`src/rtl/pwm_compare_nch.sv`:
```
// -----------------------------------------------------------------------------
// pwm_compare_nch
//   Multi-channel carrier/compare PWM generator with complementary gate
//   outputs, per-channel polarity, per-channel enable and shadowed
//   (double-buffered) controls.
//
//   Optional feature macro: PWM_COMPARE_NCH_DT_EN
//     defined   : per-channel dead-time FSM with down-counters between the
//                 A and B phases (dt_a / dt_b shadowed and used).
//     undefined : plain complementary outputs, dt_a / dt_b ignored.
//
// Parameters
//   NCH  number of complementary channel pairs (1..16)
//   CW   carrier / compare width
//   DTW  dead-time count width
//
// Ports
//   clk       system clock, all logic on the rising edge
//   reset     synchronous active-low reset
//   en        global PWM enable; while low all shadowed inputs track live
//   carrier   shared carrier count
//   cmp       per-channel compare, channel i at [i*CW +: CW]
//   dt_a      per-channel dead time before A turns on (clk cycles)
//   dt_b      per-channel dead time before B turns on (clk cycles)
//   pol_a     per-channel A polarity (1 = active-low)
//   pol_b     per-channel B polarity (1 = active-low)
//   ch_en     per-channel enable
//   load      shadow-update strobe (honoured while en=1)
//   load_ack  one-cycle pulse after a strobe was applied
//   pwm_a     A gate outputs (registered)
//   pwm_b     B gate outputs (registered)
// -----------------------------------------------------------------------------
module pwm_compare_nch #(
    parameter int NCH = 4,
    parameter int CW  = 16,
    parameter int DTW = 10
) (
    input  logic               clk,
    input  logic               reset,
    input  logic               en,
    input  logic [CW-1:0]      carrier,
    input  logic [NCH*CW-1:0]  cmp,
    input  logic [NCH*DTW-1:0] dt_a,
    input  logic [NCH*DTW-1:0] dt_b,
    input  logic [NCH-1:0]     pol_a,
    input  logic [NCH-1:0]     pol_b,
    input  logic [NCH-1:0]     ch_en,
    input  logic               load,
    output logic               load_ack,
    output logic [NCH-1:0]     pwm_a,
    output logic [NCH-1:0]     pwm_b
);

    logic              w_upd;
    logic [NCH*CW-1:0] r_cmp_act;
    logic [NCH-1:0]    r_pol_a_act;
    logic [NCH-1:0]    r_pol_b_act;
    logic [NCH-1:0]    r_ch_en_act;
    logic [NCH-1:0]    r_raw;
    logic [NCH-1:0]    w_raw_nxt;
    logic [NCH-1:0]    w_pwm_a_nxt;
    logic [NCH-1:0]    w_pwm_b_nxt;
    logic [NCH-1:0]    r_pwm_a;
    logic [NCH-1:0]    r_pwm_b;
    logic              r_load_ack;

`ifdef PWM_COMPARE_NCH_DT_EN
    typedef enum logic [2:0] {
        ST_OFF  = 3'd0,
        ST_A_ON = 3'd1,
        ST_DT_B = 3'd2,
        ST_B_ON = 3'd3,
        ST_DT_A = 3'd4
    } state_t;

    localparam logic [DTW-1:0] DT_ZERO = {DTW{1'b0}};
    localparam logic [DTW-1:0] DT_ONE  = DTW'(1'b1);

    logic [NCH*DTW-1:0]        r_dt_a_act;
    logic [NCH*DTW-1:0]        r_dt_b_act;
    logic [NCH-1:0][2:0]       r_state;
    logic [NCH-1:0][2:0]       w_state_nxt;
    logic [NCH-1:0][DTW-1:0]   r_cnt;
    logic [NCH-1:0][DTW-1:0]   w_cnt_nxt;
`endif

    // While disabled the active set follows the inputs; while running only a strobe updates it.
    assign w_upd = ~en | load;

    // Active (shadow) control registers.
    always_ff @(posedge clk) begin
        if (!reset) begin
            r_cmp_act   <= {(NCH*CW){1'b0}};
            r_pol_a_act <= {NCH{1'b0}};
            r_pol_b_act <= {NCH{1'b0}};
            r_ch_en_act <= {NCH{1'b0}};
`ifdef PWM_COMPARE_NCH_DT_EN
            r_dt_a_act  <= {(NCH*DTW){1'b0}};
            r_dt_b_act  <= {(NCH*DTW){1'b0}};
`endif
        end else if (w_upd) begin
            r_cmp_act   <= cmp;
            r_pol_a_act <= pol_a;
            r_pol_b_act <= pol_b;
            r_ch_en_act <= ch_en;
`ifdef PWM_COMPARE_NCH_DT_EN
            r_dt_a_act  <= dt_a;
            r_dt_b_act  <= dt_b;
`endif
        end else begin
            r_cmp_act   <= r_cmp_act;
            r_pol_a_act <= r_pol_a_act;
            r_pol_b_act <= r_pol_b_act;
            r_ch_en_act <= r_ch_en_act;
`ifdef PWM_COMPARE_NCH_DT_EN
            r_dt_a_act  <= r_dt_a_act;
            r_dt_b_act  <= r_dt_b_act;
`endif
        end
    end

    // Acknowledge pulse: a strobe only counts while the PWM is running.
    always_ff @(posedge clk) begin
        if (!reset) begin
            r_load_ack <= 1'b0;
        end else begin
            r_load_ack <= en & load;
        end
    end

    // Unsigned carrier compare; cmp=0 never fires, cmp=max fires except at carrier=max.
    always_comb begin
        w_raw_nxt = {NCH{1'b0}};
        for (int i = 0; i < NCH; i++) begin
            w_raw_nxt[i] = en & r_ch_en_act[i] & (carrier < r_cmp_act[i*CW +: CW]);
        end
    end

    // Registered compare result.
    always_ff @(posedge clk) begin
        if (!reset) begin
            r_raw <= {NCH{1'b0}};
        end else begin
            r_raw <= w_raw_nxt;
        end
    end

`ifdef PWM_COMPARE_NCH_DT_EN
    // Per-channel next state, dead-time count and output levels; outputs follow the next
    // state so the carrier-to-pin latency stays at two cycles.
    always_comb begin
        state_t         w_cur;
        state_t         w_nxt;
        logic [DTW-1:0] w_cnt;
        logic [DTW-1:0] w_dta;
        logic [DTW-1:0] w_dtb;
        w_state_nxt = r_state;
        w_cnt_nxt   = r_cnt;
        w_pwm_a_nxt = {NCH{1'b0}};
        w_pwm_b_nxt = {NCH{1'b0}};
        for (int i = 0; i < NCH; i++) begin
            w_cur = state_t'(r_state[i]);
            w_nxt = w_cur;
            w_cnt = r_cnt[i];
            w_dta = r_dt_a_act[i*DTW +: DTW];
            w_dtb = r_dt_b_act[i*DTW +: DTW];
            if (!en || !r_ch_en_act[i]) begin
                w_nxt = ST_OFF;
                w_cnt = DT_ZERO;
            end else begin
                case (w_cur)
                    ST_OFF: begin
                        w_nxt = r_raw[i] ? ST_A_ON : ST_B_ON;
                    end
                    ST_A_ON: begin
                        if (!r_raw[i]) begin
                            // Counter is loaded with dt-1 so DT_B lasts exactly dt cycles.
                            if (w_dtb == DT_ZERO) begin
                                w_nxt = ST_B_ON;
                            end else begin
                                w_nxt = ST_DT_B;
                                w_cnt = w_dtb - DT_ONE;
                            end
                        end else begin
                            w_nxt = ST_A_ON;
                        end
                    end
                    ST_DT_B: begin
                        if (r_raw[i]) begin
                            // Low pulse shorter than the dead time: fall back to A.
                            w_nxt = ST_A_ON;
                            w_cnt = DT_ZERO;
                        end else if (w_cnt == DT_ZERO) begin
                            w_nxt = ST_B_ON;
                        end else begin
                            w_cnt = w_cnt - DT_ONE;
                        end
                    end
                    ST_B_ON: begin
                        if (r_raw[i]) begin
                            if (w_dta == DT_ZERO) begin
                                w_nxt = ST_A_ON;
                            end else begin
                                w_nxt = ST_DT_A;
                                w_cnt = w_dta - DT_ONE;
                            end
                        end else begin
                            w_nxt = ST_B_ON;
                        end
                    end
                    ST_DT_A: begin
                        if (!r_raw[i]) begin
                            w_nxt = ST_B_ON;
                            w_cnt = DT_ZERO;
                        end else if (w_cnt == DT_ZERO) begin
                            w_nxt = ST_A_ON;
                        end else begin
                            w_cnt = w_cnt - DT_ONE;
                        end
                    end
                    default: begin
                        w_nxt = ST_OFF;
                        w_cnt = DT_ZERO;
                    end
                endcase
            end
            w_state_nxt[i] = w_nxt;
            w_cnt_nxt[i]   = w_cnt;
            w_pwm_a_nxt[i] = (w_nxt == ST_A_ON) ^ r_pol_a_act[i];
            w_pwm_b_nxt[i] = (w_nxt == ST_B_ON) ^ r_pol_b_act[i];
        end
    end

    // FSM state and dead-time counter registers.
    always_ff @(posedge clk) begin
        if (!reset) begin
            r_state <= {(NCH*3){1'b0}};
            r_cnt   <= {(NCH*DTW){1'b0}};
        end else begin
            r_state <= w_state_nxt;
            r_cnt   <= w_cnt_nxt;
        end
    end
`else
    logic w_unused_dt;
    assign w_unused_dt = ^{dt_a, dt_b};

    // Plain complementary drive: B is only active while the channel is enabled.
    always_comb begin
        w_pwm_a_nxt = {NCH{1'b0}};
        w_pwm_b_nxt = {NCH{1'b0}};
        for (int i = 0; i < NCH; i++) begin
            w_pwm_a_nxt[i] = r_raw[i] ^ r_pol_a_act[i];
            w_pwm_b_nxt[i] = (~r_raw[i] & en & r_ch_en_act[i]) ^ r_pol_b_act[i];
        end
    end
`endif

    // Registered gate outputs.
    always_ff @(posedge clk) begin
        if (!reset) begin
            r_pwm_a <= {NCH{1'b0}};
            r_pwm_b <= {NCH{1'b0}};
        end else begin
            r_pwm_a <= w_pwm_a_nxt;
            r_pwm_b <= w_pwm_b_nxt;
        end
    end

    assign pwm_a    = r_pwm_a;
    assign pwm_b    = r_pwm_b;
    assign load_ack = r_load_ack;

endmodule
```
`config.mk`:
```
export PLATFORM = sky130hd
export DESIGN_NAME = pwm_compare_nch
export DESIGN_NICKNAME = d
export VERILOG_FILES = /design/src/rtl/pwm_compare_nch.sv
export SDC_FILE = /design/constraint.sdc
export NUM_CORES = 1
export LEC_CHECK = 0
export ABC_AREA = 1
export CAP_MARGIN = 0
export CORE_ASPECT_RATIO = 0.5
export CORE_MARGIN = 1.5
export CORE_UTILIZATION = 43
export DETAILED_ROUTE_END_ITERATION = 8
export PLACE_DENSITY_LB_ADDON = 0.2
export SLEW_MARGIN = 30
export SYNTH_ARGS = -nofsm -noshare
export SYNTH_HDL_FRONTEND = slang
export SYNTH_SLANG_ARGS = --single-unit
export TNS_END_PERCENT = 50
```
`constraint.sdc`:
```
create_clock -name clk -period 1.5 [get_ports clk]
set_input_delay 0.3 -clock clk [delete_from_list [all_inputs] [get_ports clk]]
set_output_delay 0.3 -clock clk [all_outputs]
set_load 0.05 [all_outputs]
```
==> metrics <==
Core ar.=0.0102 mm²; ant diodes=0; Final #Nets=just over 900; Levels on crit path=9; vias in the first global route=~3700; Post-synth top cells=a21oi_1 (96), dfxtp_1 (89), inv_1 (78); boundary pin count=roughly 190; Routed Antenna Nets=0; initial antenna violation count=0; type of origin of the critical path=flop; H-tree depth=3; slew margin rel.=about two thirds; largest family of logic cells by synthesized area=compound AO/OA/AOI/OAI gates; final setup violating endpoints=0; cts bufs inserted=9; critical-path cell list=inv_1 -> ha_1 -> a21oi_1 -> nor2_1 -> nor3_1 -> nand2_1 -> nand2_1 -> nand3_1 -> nor2_1; placed inst area=a little under 0.006 mm²; row cnt=26; P_sw=0.00158 W; First DRT Iteration DRCs=about 140; Critical Path RT=roughly 1800 ps; Clock Skew=6.81 ps; Synth Area in Simple Gates=12.1%; final cell count without fillers=a little over 800; CTS tree=built; Hold WC Path Type=in2reg; Avg Inst Size Synth=7.77 µm²; initial core utilization=44.0%; via count=~4000; mux cell area share after synthesis=0%; crit path DAT=1640 ps; Bufs on Longest Clock Path=2; Tot GR Track Use=a little over 20%; dominant cells by area after synthesis=dfxtp_1 (40%), ha_1 (17%), a21oi_1 (11%); minimum clock period=between 1000 and 1500 ps; Pint=~0.0043 W; first-pass GRT wire length=approximately 17 mm; GPL Wtd Cong=approximately 0.85; sequential share of power=between 40% and 50%; die height=~75 µm; Max Cap Violations=0; Peak Freq=about 730 MHz; Die ar.=between 0.01 and 0.015 mm²; Clk Latency, worst-skew pair=between 300 and 400 ps; post-synth top area cell=dfxtp_1; Hold Crit Depth=3; WS Path Type=reg2reg; DIE WIDTH=approximately 150 µm; sequential area share after synthesis=between 30% and 40%; share of the synthesized area in the top cell type=roughly two fifths; Crit path max-delay family=simple AND/OR/NAND/NOR gates; Worst Path Buf+Inv=1; RSZ-0062 raised after global routing=yes; number of synthesized flops with an enable pin=0; synth warn=0; final WL=between 10 and 15 mm; per-cell routed wire length=approximately 13 µm; worst slack, placed=-418 ps; PD cells=between 900 and 1000 mW/mm²; synthesis-stage register bit count=about 90; Leakage=about 2.8 nW; largest net degree at the start of global routing=26; Clock transition at path regs=about 60 ps; final hold violation count=0; 1st-pass router iterations=4; CP Max Fanout=2; Crit-path slowest cell=dfxtp_1; combinational power share=20.2%; ys async rst share=0%; grt ovf=0; Post-route DRC=0; Pins Over Slew Limit=0; post-CTS setup buffers=0; HPWL Detailed=roughly 8.3 mm; Yosys cell types=18; Worst Hold Slack=about 300 ps; Tightest Pin Transition=504 ps; status=completed; clk sinks=between 80 and 90; Synth Area in Adders=about 17%; PortBufs=~100; dominant cell by count in the synthesized netlist=a21oi_1; CP Capture Type=flop; Design Area, Final=slightly above 0.006 mm²; Mapped Area=around 0.0045 mm²; Clk pwr share=36.0%; maximum vdd drop=around 560 µV; Mapped Nets=813; layout cells sized above 1=under 10%; Top FF cell, synth=dfxtp_1; Synth Area in XOR/XNOR=0.782%; period utilization=about nine tenths; post-synthesis compound-gate area fraction=20.1%; cells after synthesis=577; sw frac=around 27%; root buffer cell=clkbuf_16; FF-to-FF path depth=9; Inst Count DP=about 810; Area growth syn-to-layout=35.8%; vias per inst=4.89; min setup slack post-route=126 ps; max incr delay on CP=300 ps
final timing paths:
path / startpoint / endpoint / slack (ps)
worst max-delay path: r_cmp_act[5]$_SDFFE_PN0P_ / r_raw[0]$_SDFF_PN0_ / 130
worst min-delay path: reset / r_cmp_act[27]$_SDFFE_PN0P_ / 300
worst max register to register: r_cmp_act[5]$_SDFFE_PN0P_ / r_raw[0]$_SDFF_PN0_ / 130
worst min register to register: r_pol_b_act[3]$_SDFFE_PN0P_ / pwm_b[3]$_SDFF_PN0_ / 450
tightest hold or removal path: cells and delay by family:
family                 cells  cell delay, ps
buffers and inverters      1             160
AOI/OAI and AO/OA          2             130
cells in the final DEF, fill, tap and decap left out, types with 2 or more instances in the layout:
master	n
nand3_1	4
dlymetal6s2s_1	8
clkdlybuf4s50_1	79
ha_1	60
nand2_1	77
buf_4	11
nor4_1	3
dlygate4sd2_1	7
inv_2	2
nor2_1	49
nor3_1	3
dfxtp_1	89
inv_1	78
o21ai_0	34
xnor2_1	4
buf_12	13
a21oi_1	96
o21ai_1	50
clkbuf_8	2
clkbuf_16	9
clkinvlp_4	3
per-layer routing:
| metal | global-route usage (%) | up-vias | part of all wire [%] | wire [µm] |
|---|---|---|---|---|
| li1 | - | 2122 | - | - |
| met3 | 5.76 | 17 | 4.8 | 518 |
| met1 | 25.1 | 1825 | 49 | 5250 |
| met2 | 36.3 | 83 | 45 | 4870 |
| met5 | 0 | - | 0 | 0 |
| met4 | 5.89 | 0 | 1.4 | 146 |
flip-flops by register name, summed over array words and instances, names as in the netlist:
| signal | cells |
|---|---|
| r_pol_a_act | 4 |
| r_raw | 4 |
| r_cmp_act | 64 |
| pwm_a | 4 |
| pwm_b | 4 |
| r_ch_en_act | 4 |
| r_pol_b_act | 4 |
| load_ack | 1 |
metrics by stage:
stage | power [W] | utilization [%] | TNS [ps]
2_1_floorplan | 0.00330 | - | 0
3_3_place_gp | 0.00381 | 56.8 | -9140
3_5_place_dp | 0.00384 | 56.8 | -10090
4_1_cts | 0.00596 | 59.5 | 0
5_1_grt | 0.00622 | 59.8 | -55.2
6_report | 0.00591 | 59.8 | 0
final cells by class:
| cell class | instances | area [µm²] |
|---|---|---|
| flip-flops and latches | 89 | 1780 |
| multi-input cells | 383 | 2250 |
| well taps | 140 | 175 |
| clock buffers | 12 | 256 |
| repair buffers | 119 | 1300 |
| clock inverters | 4 | 27.5 |
| fillers | 941 | 4090 |
| inverters | 80 | 300 |
cells by family (layout without fill, tap and decap cells):
logic type                 Yosys count  count (layout)
adders and majority gates           60              60
xor gates and xnor gates             4               4
buffers and inverters              105             215
DFF                                 89              89
and+or+nand+nor                    139             139
AOI/OAI and AO/OA                  180             180
power groups by stage:
| stage | Combinational (W) | Clock (W) | Sequential [W] |
|---|---|---|---|
| floorplan | 0.000631 | 0 | 0.00267 |
| global placement | 0.00117 | 0 | 0.00264 |
| detailed placement | 0.00120 | 0 | 0.00264 |
| CTS | 0.00120 | 0.00217 | 0.00259 |
| global route | 0.00136 | 0.00226 | 0.00260 |
| finish | 0.00120 | 0.00212 | 0.00259 |
timing repair:
item,4_1_cts,5_1_grt
hold buffers,0,0
gates resized for setup,7,10
setup endpoints to repair,4,4
Note: power is estimated with default switching activity, not from simulation.
